===== config.mk =====
export PLATFORM = sky130hd
export DESIGN_NAME = video_timing_gen
export DESIGN_NICKNAME = d
export VERILOG_FILES = /design/src/rtl/video_timing_gen_pkg.sv /design/src/rtl/video_pattern_gen.sv /design/src/rtl/video_timing_gen.sv
export SDC_FILE = /design/constraint.sdc
export NUM_CORES = 1
export LEC_CHECK = 0
export ABC_AREA = 1
export BUFFER_PORTS_ARGS = -buffer_cell sky130_fd_sc_hd__buf_2
export CORE_MARGIN = 2
export CORE_UTILIZATION = 48
export DETAILED_ROUTE_END_ITERATION = 6
export GPL_TIMING_DRIVEN = 0
export PLACE_DENSITY = 0.71
export SLEW_MARGIN = 20
export SYNTH_ARGS = -nofsm -noshare
export SYNTH_HDL_FRONTEND = slang
export SYNTH_SLANG_ARGS = --single-unit
export TNS_END_PERCENT = 100

===== constraint.sdc =====
create_clock -name I_clk -period 3.4 [get_ports I_clk]
set_input_delay 0.51 -clock I_clk [delete_from_list [all_inputs] [get_ports I_clk]]
set_output_delay 0.51 -clock I_clk [all_outputs]
set_load 0.1 [all_outputs]

===== src/rtl/video_timing_gen_pkg.sv =====
// Shared definitions for the video timing generator: pattern encodings,
// colour-bar constants and the 1280x720p60 default timing.
// No logic; imported by video_timing_gen and video_pattern_gen.
package video_timing_gen_pkg;

  typedef enum logic [1:0] {
    PAT_BARS  = 2'd0,
    PAT_RAMP  = 2'd1,
    PAT_SOLID = 2'd2,
    PAT_CHECK = 2'd3
  } pat_sel_e;

  localparam logic [23:0] RGB_WHITE   = 24'hFFFFFF;
  localparam logic [23:0] RGB_YELLOW  = 24'hFFFF00;
  localparam logic [23:0] RGB_CYAN    = 24'h00FFFF;
  localparam logic [23:0] RGB_GREEN   = 24'h00FF00;
  localparam logic [23:0] RGB_MAGENTA = 24'hFF00FF;
  localparam logic [23:0] RGB_RED     = 24'hFF0000;
  localparam logic [23:0] RGB_BLUE    = 24'h0000FF;
  localparam logic [23:0] RGB_BLACK   = 24'h000000;

  localparam int unsigned DEF_H_ACTIVE = 1280;
  localparam int unsigned DEF_H_FP     = 110;
  localparam int unsigned DEF_H_SYNC   = 40;
  localparam int unsigned DEF_H_BP     = 220;
  localparam int unsigned DEF_V_ACTIVE = 720;
  localparam int unsigned DEF_V_FP     = 5;
  localparam int unsigned DEF_V_SYNC   = 5;
  localparam int unsigned DEF_V_BP     = 20;

  // Bar order left to right: white, yellow, cyan, green, magenta, red, blue, black.
  function automatic logic [23:0] bar_color(input logic [2:0] idx);
    case (idx)
      3'd0:    return RGB_WHITE;
      3'd1:    return RGB_YELLOW;
      3'd2:    return RGB_CYAN;
      3'd3:    return RGB_GREEN;
      3'd4:    return RGB_MAGENTA;
      3'd5:    return RGB_RED;
      3'd6:    return RGB_BLUE;
      default: return RGB_BLACK;
    endcase
  endfunction

endpackage


===== src/rtl/video_pattern_gen.sv =====
// Test-pattern pixel source: bars, grey ramp, solid colour or checkerboard.
// Latency: purely combinational, no clock.
// Backpressure: none; the pixel for the current counter state is always valid.
// Ports: h_cnt/v_cnt raster position, pat_sel pattern, color solid colour,
//        rgb pixel {R,G,B} (not blanked; the caller gates it with data enable).
module video_pattern_gen
  import video_timing_gen_pkg::*;
#(
  parameter int unsigned H_ACTIVE = DEF_H_ACTIVE,
  parameter int unsigned H_W      = 11,
  parameter int unsigned V_W      = 10
) (
  input  logic [H_W-1:0] h_cnt,
  input  logic [V_W-1:0] v_cnt,
  input  pat_sel_e       pat_sel,
  input  logic [23:0]    color,
  output logic [23:0]    rgb
);

  localparam int unsigned BAR_W = H_ACTIVE / 8;
  // Bit-5 masks; they collapse to zero when a counter is narrower than 6 bits.
  localparam logic [H_W-1:0] H_BIT5 = H_W'(32);
  localparam logic [V_W-1:0] V_BIT5 = V_W'(32);

  logic [2:0] bar_idx;
  logic [7:0] ramp;
  logic       chk;

  // Threshold search instead of a divide: BAR_W need not be a power of two.
  always_comb begin
    bar_idx = 3'd7;
    for (int i = 6; i >= 0; i--) begin
      if (32'(h_cnt) < BAR_W * (i + 1)) bar_idx = 3'(i);
    end
  end

  assign ramp = 8'(h_cnt);
  assign chk  = (|(h_cnt & H_BIT5)) ^ (|(v_cnt & V_BIT5));

  always_comb begin
    rgb = RGB_BLACK;
    case (pat_sel)
      PAT_BARS:  rgb = bar_color(bar_idx);
      PAT_RAMP:  rgb = {ramp, ramp, ramp};
      PAT_SOLID: rgb = color;
      PAT_CHECK: rgb = chk ? RGB_WHITE : RGB_BLACK;
      default:   rgb = RGB_BLACK;
    endcase
  end

endmodule


===== src/rtl/video_timing_gen.sv =====
// Raster timing generator with built-in test patterns (HS/VS/DE/RGB).
// Latency: outputs registered one clock after the counter state they decode.
// Backpressure: none; free-running while I_en is high, idle and blanked otherwise.
// Ports: I_clk pixel clock, I_rst_n async active-low reset, I_en run enable,
//        I_pat_sel pattern (taken at frame start), I_color solid colour,
//        O_vs/O_hs syncs, O_de data enable, O_rgb pixel {R,G,B}.
module video_timing_gen
  import video_timing_gen_pkg::*;
#(
  parameter int unsigned H_ACTIVE = DEF_H_ACTIVE,
  parameter int unsigned H_FP     = DEF_H_FP,
  parameter int unsigned H_SYNC   = DEF_H_SYNC,
  parameter int unsigned H_BP     = DEF_H_BP,
  parameter int unsigned V_ACTIVE = DEF_V_ACTIVE,
  parameter int unsigned V_FP     = DEF_V_FP,
  parameter int unsigned V_SYNC   = DEF_V_SYNC,
  parameter int unsigned V_BP     = DEF_V_BP,
  parameter bit          HS_POL   = 1'b1,
  parameter bit          VS_POL   = 1'b1
) (
  input  logic        I_clk,
  input  logic        I_rst_n,
  input  logic        I_en,
  input  logic [1:0]  I_pat_sel,
  input  logic [23:0] I_color,
  output logic        O_vs,
  output logic        O_hs,
  output logic        O_de,
  output logic [23:0] O_rgb
);

  localparam int unsigned H_TOTAL = H_ACTIVE + H_FP + H_SYNC + H_BP;
  localparam int unsigned V_TOTAL = V_ACTIVE + V_FP + V_SYNC + V_BP;
  localparam int unsigned H_W     = $clog2(H_TOTAL);
  localparam int unsigned V_W     = $clog2(V_TOTAL);

  logic [H_W-1:0] h_cnt;
  logic [V_W-1:0] v_cnt;
  logic [31:0]    h32;
  logic [31:0]    v32;
  logic           en_q;
  pat_sel_e       pat_sel_q;
  pat_sel_e       pat_sel_cur;
  logic           frame_start;
  logic           h_last;
  logic           v_last;
  logic           de_int;
  logic           hs_int;
  logic           vs_int;
  logic [23:0]    pat_rgb;

  assign h32         = 32'(h_cnt);
  assign v32         = 32'(v_cnt);
  assign frame_start = (h_cnt == '0) && (v_cnt == '0);
  assign h_last      = (h32 == H_TOTAL - 1);
  assign v_last      = (v32 == V_TOTAL - 1);

  assign de_int = (h32 < H_ACTIVE) && (v32 < V_ACTIVE);
  assign hs_int = (h32 >= H_ACTIVE + H_FP) && (h32 < H_ACTIVE + H_FP + H_SYNC);
  assign vs_int = (v32 >= V_ACTIVE + V_FP) && (v32 < V_ACTIVE + V_FP + V_SYNC);

  // en_q marks that the counters hold live raster state. The first clock with
  // I_en high only arms it, so the frame starts with the counters at 0,0 and
  // reset release and re-enable follow the same two-edge startup.
  always_ff @(posedge I_clk or negedge I_rst_n) begin
    if (!I_rst_n) begin
      h_cnt <= '0;
      v_cnt <= '0;
      en_q  <= 1'b0;
    end else begin
      en_q <= I_en;
      if (!I_en) begin
        h_cnt <= '0;
        v_cnt <= '0;
      end else if (en_q) begin
        if (h_last) begin
          h_cnt <= '0;
          v_cnt <= v_last ? '0 : v_cnt + 1'b1;
        end else begin
          h_cnt <= h_cnt + 1'b1;
        end
      end
    end
  end

  // The frame-start pixel must already use the newly selected pattern, so the
  // value being loaded is forwarded to the pattern source on that clock.
  assign pat_sel_cur = frame_start ? pat_sel_e'(I_pat_sel) : pat_sel_q;

  always_ff @(posedge I_clk or negedge I_rst_n) begin
    if (!I_rst_n) begin
      pat_sel_q <= PAT_BARS;
    end else if (frame_start) begin
      pat_sel_q <= pat_sel_e'(I_pat_sel);
    end
  end

  video_pattern_gen #(
    .H_ACTIVE (H_ACTIVE),
    .H_W      (H_W),
    .V_W      (V_W)
  ) u_pattern (
    .h_cnt   (h_cnt),
    .v_cnt   (v_cnt),
    .pat_sel (pat_sel_cur),
    .color   (I_color),
    .rgb     (pat_rgb)
  );

  always_ff @(posedge I_clk or negedge I_rst_n) begin
    if (!I_rst_n) begin
      O_de  <= 1'b0;
      O_rgb <= '0;
      O_hs  <= ~HS_POL;
      O_vs  <= ~VS_POL;
    end else if (!en_q) begin
      O_de  <= 1'b0;
      O_rgb <= '0;
      O_hs  <= ~HS_POL;
      O_vs  <= ~VS_POL;
    end else begin
      O_de  <= de_int;
      O_rgb <= de_int ? pat_rgb : 24'h0;
      O_hs  <= hs_int ? HS_POL : ~HS_POL;
      O_vs  <= vs_int ? VS_POL : ~VS_POL;
    end
  end

endmodule


* Word level (Yosys, flattened, before mapping)
Cells that the tools add are included.
** Storage, ports and cells
- Register bits after elaboration :: 51
- Memories kept :: 0
- Memory bits (writable) :: 0
- Logic and storage cells :: 71
- Output and inout bits :: 27
- Bits in latches :: 0
- Input port bits :: 29
- Bits in read-only memories :: 0
** Cells by class
- Eq/ne operators :: 13
- Multipliers :: 0
- Mux-type cells :: 25
- $add $sub $neg :: 2
- Reductions and logical operators :: 9
- Bitwise gates (word level) :: 1
- Shift operators :: 0
- Order comparisons :: 13
- Div/mod/pow operators :: 0
** Operators by type and width (number)
- $pmux 24 s7 :: 1
- $pmux 24 s4 :: 1
- $mux 24 :: 3
- $mux 10 :: 4
- $lt 11x10->1 const B :: 3
- $lt 11x11->1 const B :: 3
- $mux 11 :: 3
- $lt 11x9->1 const B :: 2
- $lt 10x10->1 const B :: 2
- $mux 3 :: 6
- $add 11x1->11 const B :: 1
- $eq 11x11->1 const B :: 1
- $ge 11x11->1 const B :: 1
- $logic_not 11->1 :: 1
- $lt 11x8->1 const B :: 1
- $add 10x1->10 const B :: 1
- $eq 10x10->1 const B :: 1
- $ge 10x10->1 const B :: 1
- $logic_not 10->1 :: 1
- $eq 3x3->1 const B :: 3
- $eq 3x2->1 const B :: 2
- $mux 1 :: 6
- $eq 2x2->1 const B :: 2
- $logic_and 1x1->1 :: 4
- other kinds (8) :: 9

* Depth between registers and ports, before layout
Gate-level depths: netlist of the first run.
- Word-level depth :: 13
- Depth in mapped cells :: 14
- Depth with buffers taken out :: 14

* Hierarchy
A second synthesis of the first run with hierarchy kept.
** Unflattened totals
- Cells, all modules :: 424
- Area total of the unflattened synthesis :: 3069.2 um^2
** By module, submodules not included
- video_timing_gen :: times used 1, cells each 314, seq. area each 1276.2 um^2, area an instance 2534.9 um^2
- video_pattern_gen :: times used 1, cells each 110, seq. area each 0.0 um^2, area an instance 534.3 um^2

* Worst setup path before layout of the first run
No wires, ideal clock.
- Path type :: register -> register
- From :: register h_cnt[0]
- To :: register O_rgb[2]
- Arrival :: 1.703 ns
- Cell stages (with the launch flop) :: 15
- Path slack :: 1.572 ns
- Clock period less this slack :: 1.828 ns
- Data required time :: 3.275 ns
- Path buffers :: 1
- Library setup time :: 0.125 ns
- Cell sequence :: dfrtp_1 inv_1 ha_1 inv_1 nor2_1 nand2_1 nor2_4 nand3_2 nand2_2 nand2_8 nand3_4 nand2_8 buf_12 nor2_2 nor2_1
** Between the ends
- Elaborated cells on any way between the ends :: 34
- Those cells by class :: 8 x order compare; 9 x eq/ne; 12 x mux; 5 x reduce/logical
** RTL lines
- from (decl) :: line video_timing_gen.sv:37 : logic [H_W-1:0] h_cnt;
- from (signal assigned) :: line video_timing_gen.sv:80 : h_cnt <= h_cnt + 1'b1;
- $logic_not 11->1 (*) :: line video_timing_gen.sv:54 : assign frame_start = (h_cnt == '0) && (v_cnt == '0);
- $logic_and 1x1->1 (*) :: line video_timing_gen.sv:54
- $mux 2 (*)
- net pat_sel_cur[0] :: line video_timing_gen.sv:43 : pat_sel_e pat_sel_cur;
- $eq 2x2->1, or another cell as far along :: line video_pattern_gen.sv:42 : case (pat_sel)
- $pmux 24 s4 (*) :: line video_pattern_gen.sv:42
- $mux 24 (*) :: line video_timing_gen.sv:123 : O_rgb <= de_int ? pat_rgb : 24'h0;
- $mux 24 (*) :: line video_timing_gen.sv:116 : end else if (!en_q) begin
- to (signal assigned) :: line video_timing_gen.sv:123
- to (decl) :: line video_timing_gen.sv:29 : output logic [23:0] O_rgb
The timed path passes the listed nets; every way through them passes the cells marked *.
A chain may end at the register's enable or synchronous reset.

* Worst setup path in the final report of the first run
- From :: register h_cnt[0]
- To :: register O_rgb[6]
** Between the ends
- Longest elaborated chain between the ends :: 13
- Elaborated cells on any way between the ends :: 34
- Those cells by class :: 8 x order compare; 9 x eq/ne; 12 x mux; 5 x reduce/logical
** Ends and longest elaborated chain
- $lt 11x11->1 :: line video_pattern_gen.sv:33 : if (32'(h_cnt) < BAR_W * (i + 1)) bar_idx = 3'(i);
- $mux 1 :: line video_pattern_gen.sv:33
- $mux 3 (6 in a row) :: line video_pattern_gen.sv:33
- $eq 3x3->1, or another cell as far along :: line video_timing_gen_pkg.sv:33 : case (idx)
- $pmux 24 s7 :: line video_timing_gen_pkg.sv:33
- $pmux 24 s4 :: line video_pattern_gen.sv:42
- $mux 24 (*) :: line video_timing_gen.sv:123
- $mux 24 (*) :: line video_timing_gen.sv:116
Mark *: on every way between the ends. The rest lies on a longest branch, timed or not.

==> qor.csv, run 1 <==
metric,value,unit
status,"finished, violations left",
violations,DRC,
hold_viol_final,0,
final_common_cell,nand2_1,
die-area,7350,sq um
gp_congestion,0.891,
seq_area,1280,sq um
cp.arrival,2340,ps
gr-total-overflow,0,
worst_pin_slew,659,ps
slew_violations,0,
hold_buffers,0,
crit_slowest_cell,dfrtp_1,
cts_tree,built,
crit_buf_inv,3,
setup_slack,1250,ps
min_path_type,input port to async pin,
numPortBuffers,55,
cp-startpoint,h_cnt[0],
routed_wl,7680,um
cts_buffers,5,
multiInputGateArea,1650,sq um
dp_hpwl,5830,um
final_nets,488,
io-pin-count,56,
vias,2769,
synth.area.top_cells,"dfrtp_1 (40%), nand2_1 (8.2%), nand3_1 (5.6%), nor2_1 (5.5%), nor2_2 (4.7%)",
drt_iter0_markers,225,
wl_per_cell,14.5,um
setup_viol,0,
syn-cell-area,3210,sq um
start_kind,register,
mostFrequentLayoutCells,"nand2_1 (70), buf_2 (55), dfrtp_1 (51), nor2_1 (47), inv_1 (39)",
synth.largest_area_cell,dfrtp_1,
netlist_instances,390,
num-fill-cells,602,
cts.sinks,51,
synth_top_area_share,39.8,%
synth_flop_cell,dfrtp_1,
antenna_found_initial,0,
grt_max_degree,52,
max-vdd-ir-drop,0.000355,V
path_class,register to register,
fin_crit_sh,63.3,%
coreArea,6420,sq um
post_cts_buffers,0,
start_util,49.9,%
synth.distinct_cells,33,
postPlaceCellArea,3580,sq um
synth_nets,426,
insertion_delay,310,ps
seq_area_frac_synth,39.8,%
rows,29,
place_inst,522,
fin_skew,8.66,ps
clockRootBuffer,clkbuf_8,
clk_pin_slew,90,ps
crit_family,simple AND/OR/NAND/NOR gates,
ys_ff_latch,51,
slowest_delay,440,ps
pre_cts_slack,1280,ps
r2r_start,h_cnt[0],
cts_resized,0,
p_int,0.00136,W
finalCriticalPeriod,2150,ps
firstDrtPassIters,7,
rsz0062_at_grt,no,
fin_area,3670,sq um
crit_chain,inv_1 -> ha_1 -> inv_1 -> nor2_1 -> nand2_1 -> nor2_4 -> nand3_2 -> nand2_1 -> nand2_2 -> nand3_4 -> nand2_8 -> buf_12 -> nor2_2 -> nor2_1,
drive_above_1_share,30.9,%
power_leakage,1.88,nW
die_h,85.7,um
async_flop_share,100,%
switching_share,57.1,%
tns,0,ps
max_slew_margin,56.1,%
maxCapViolCount,0,
synth_warnings,0,
synth_edf_count,0,
power_frac_comb,63.7,%
cellPowerDensity,866,nW/um^2
required,3590,ps
antenna_left,0,
seqPwrFrac,25.2,%
grt_pass1_vias,2551,
p_sw,0.00181,W
clk_path_buf_depth,2,
crit_path_max_fanout,10,
fin_util,57.1,%
timing.fmax,465,MHz
grt_pass1_wl,12400,um
area_growth,14.3,%
htree_levels,2,
synth.avg_cell_area,8.22,sq um
diodes,0,
drc,7,
clkPwrFrac,11.1,%
cp-end-kind,register,
final_cells,530,
grt_usage,21.5,%
die_x,85.7,um
vias_per_cell,5.22,
[registers in the layout, summed over array words and instances, names as in the netlist]
name,flops
pat_sel_q,2
en_q,1
O_vs,1
v_cnt,10
O_de,1
h_cnt,11
O_rgb,24
O_hs,1
[kinds of logic (layout without fill, tap and decap cells)]
family,after synthesis,after routing,share of synthesized area (%)
AND/OR/NAND/NOR,231,231,39.6
buffers and inverters,54,117,8.90
flip-flops,51,51,39.8
AO/OA/AOI/OAI,41,41,7.34
adder cells (fa/ha/maj),7,7,2.73
XOR/XNOR,6,6,1.64
[stage by stage]
| step | hold WS [ps] | power [W] |
|---|---|---|
| after global routing | 287 | 0.00334 |
| after global placement | 554 | 0.00281 |
| final | 227 | 0.00318 |
| after floorplan | 214 | 0.00253 |
| after CTS | 255 | 0.00319 |
| after detailed placement | 570 | 0.00284 |
[cell usage after synthesis, types with 2 or more instances]
library cell  count
nand2_8           3
a31oi_1           4
nand4_1           4
nand2_1          70
o21ai_1           3
inv_1            39
buf_12            2
dfrtp_1          51
o21ai_0          12
a21oi_1          13
buf_4             3
inv_2             4
nand2_2           9
nand4_2           2
ha_1              7
buf_6             5
nand3_2          12
nor4_1            3
nor2_1           47
nor3_1            9
nand2_4           2
nor2_4            7
o22ai_1           6
nand3_1          36
xor2_1            6
nor2_2           24
[layer usage]
layer  GRT usage (%)  up-vias  routed length [um]  part of all wire [%]
met4            5.05        0                  78                   1.0
met3            2.98        7                 394                   5.1
met1            31.7     1284                3730                    49
met5               0        -                   0                     0
met2            33.8       94                3480                    45
li1                -     1384                   -                     -
[path summary, 6_finish.rpt]
path | endpoint | slack, ps | cells after the start
worst max-delay path | O_rgb[6] | 1250 | 14
worst min-delay path | v_cnt[6] | 230 | 1
worst max register to register | O_rgb[6] | 1250 | 14
worst min register to register | v_cnt[0] | 580 | 1
max in group asynchronous | h_cnt[3] | 2730 | 1
min in group I_clk | en_q | 370 | 1
[area by class of cell]
type / instances / area share, %
Timing Repair Buffer: 55 / 7.58
Clock buffer: 6 / 1.98
Inverter: 43 / 4.40
Tap cell: 77 / 2.63
Clock inverter: 2 / 0.341
Multi-Input combinational cell: 285 / 44.9
Sequential cell: 51 / 34.8
Buffer: 11 / 3.38
[power by group through the flow]
| stage | registers (W) | clock network [W] | logic (W) |
|---|---|---|---|
| after CTS | 0.000801 | 0.000360 | 0.00203 |
| after floorplan | 0.00167 | 0 | 0.000855 |
| after detailed placement | 0.000814 | 0 | 0.00202 |
| after global routing | 0.000813 | 0.000384 | 0.00214 |
| final | 0.000800 | 0.000353 | 0.00202 |
| after global placement | 0.000810 | 0 | 0.00200 |
No activity file was read; power rests on OpenSTA's default activity.
==> inputs of run 2 (changes only) <==
==> constraint.sdc (replaced) <==
create_clock -name I_clk -period 2.1 [get_ports I_clk]
set_input_delay 0.315 -clock I_clk [delete_from_list [all_inputs] [get_ports I_clk]]
set_output_delay 0.315 -clock I_clk [all_outputs]
set_load 0.1 [all_outputs]
==> run 2 against run 1 <==
The run still ends with DRC left. Power increased by 68%. Non-clock buffer count increased by 7. Worst setup slack got worse by 1100 ps. Worst hold slack got worse by 190 ps. Cell count increased by 1.3%. Sequential power increased by 62%. Register-to-register slack got worse by 1100 ps. Largest cell class unchanged. Largest power group unchanged.
==> qor.csv, run 2 (synthesis results as in run 1) <==
metric,value,unit
path_class,register to register,
crit_chain,inv_4 -> ha_4 -> inv_1 -> nor2_1 -> nand2_1 -> nor2_4 -> nand3_4 -> nand2_4 -> nand2_8 -> nand3_4 -> nand2_8 -> buf_12 -> nor2_2 -> nor2_1,
area_growth,18.4,%
hold_viol_final,0,
gr-total-overflow,0,
worst_pin_slew,661,ps
numPortBuffers,55,
gp_congestion,0.891,
top_register,O_rgb,
top_regs,"O_rgb x24, h_cnt x11, v_cnt x10",
postPlaceCellArea,3580,sq um
clk_pin_slew,90,ps
rows,29,
grt_pass1_wl,12400,um
cts_tree,built,
finalCriticalPeriod,1980,ps
io-pin-count,56,
max-vdd-ir-drop,0.000575,V
grt_pass1_vias,2551,
cts_buffers,5,
cellPowerDensity,1400,nW/um^2
start_util,49.9,%
coreArea,6420,sq um
status,"finished, violations left",
drt_iter0_markers,233,
violations,DRC,
routed_wl,7860,um
htree_levels,2,
vias,2809,
die-area,7350,sq um
grt_max_degree,52,
drc,7,
cp-end-kind,register,
clk_path_buf_depth,2,
final_nets,495,
required,2290,ps
fin_crit_sh,94.4,%
slowest_delay,440,ps
fin_area,3800,sq um
final_common_cell,nand2_1,
clockRootBuffer,clkbuf_8,
firstDrtPassIters,7,
insertion_delay,310,ps
dp_hpwl,5830,um
timing.fmax,505,MHz
crit_path_max_fanout,10,
power_leakage,1.92,nW
die_x,85.7,um
setup_viol,0,
fin_skew,12.5,ps
max_slew_margin,55.9,%
drive_above_1_share,34.1,%
slew_violations,0,
num-fill-cells,586,
diodes,0,
largest_reg_flops,24,
crit_slowest_cell,dfrtp_2,
grt_usage,21.5,%
min_path_type,input port to async pin,
antenna_left,0,
start_kind,register,
cp.arrival,2170,ps
die_h,85.7,um
cts.sinks,51,
wl_per_cell,14.6,um
antenna_found_initial,0,
vias_per_cell,5.23,
maxCapViolCount,0,
mostFrequentLayoutCells,"nand2_1 (68), buf_2 (55), dfrtp_1 (49), nor2_1 (47), nand3_1 (36)",
fin_util,59.1,%
-- run 2: path summary, 6_finish.rpt --
kind,from,end,slack (ps),depth (start not counted)
max,h_cnt[0],O_rgb[6],120,14
min,I_rst_n,v_cnt[6],30,1
max reg2reg,h_cnt[0],O_rgb[6],120,14
min reg2reg,v_cnt[0],v_cnt[0],510,1
max in group asynchronous,I_rst_n,h_cnt[0],1590,1
min in group I_clk,I_en,en_q,170,1
-- run 2: stage by stage --
stage	setup TNS, ps	setup slack, ps	total power, W	instances	hold WS, ps
2_1_floorplan	0	272	0.00409	390	19.4
3_3_place_gp	0	10.5	0.00456	522	495
3_5_place_dp	-107	-16.2	0.00459	522	395
4_1_cts	0	11.5	0.00516	530	59.8
5_1_grt	-5.12	-5.12	0.00560	537	91.5
6_report	0	118	0.00533	537	33.8
-- run 2: per-layer routing --
layer | global-route usage (%) | vias up | part of all wire (%)
li1 | - | 1403 | -
met1 | 31.7 | 1307 | 46
met2 | 33.8 | 89 | 47
met3 | 2.98 | 10 | 5.4
met4 | 5.05 | 0 | 1.2
met5 | 0 | - | 0
-- run 2: where the power goes --
part / total [W] / internal, W / switching [W]
registers: 0.00130 / 0.00121 / 0.0000938
clock network: 0.000578 / 0.000234 / 0.000344
logic: 0.00345 / 0.000868 / 0.00258
-- run 2: what timing repair did --
action                                  in CTS  in global routing
endpoints found under the setup margin      19                 24
setup buffers                                0                  7
pin swaps                                    0                  6
gates resized for setup                      1                 19
hold buffers                                 0                  0
-- run 2: worst max-delay path, delay by kind of cell, from the launching register on --
| kind | cells | cell delay, ps |
|---|---|---|
| buf+inv | 3 | 270 |
| flops | 1 | 440 |
| simple gates | 10 | 1020 |
| fa+ha+maj | 1 | 130 |
-- run 2: cell type report --
cell class | instances | area, sq um | area share [%]
multi-input cells | 285 | 1710 | 45.2
clock buffers | 6 | 72.6 | 1.91
well taps | 77 | 96.3 | 2.54
clock inverters | 2 | 12.5 | 0.330
flip-flops and latches | 51 | 1280 | 33.7
repair buffers | 62 | 330 | 8.70
inverters | 43 | 164 | 4.32
plain buffers | 11 | 128 | 3.36
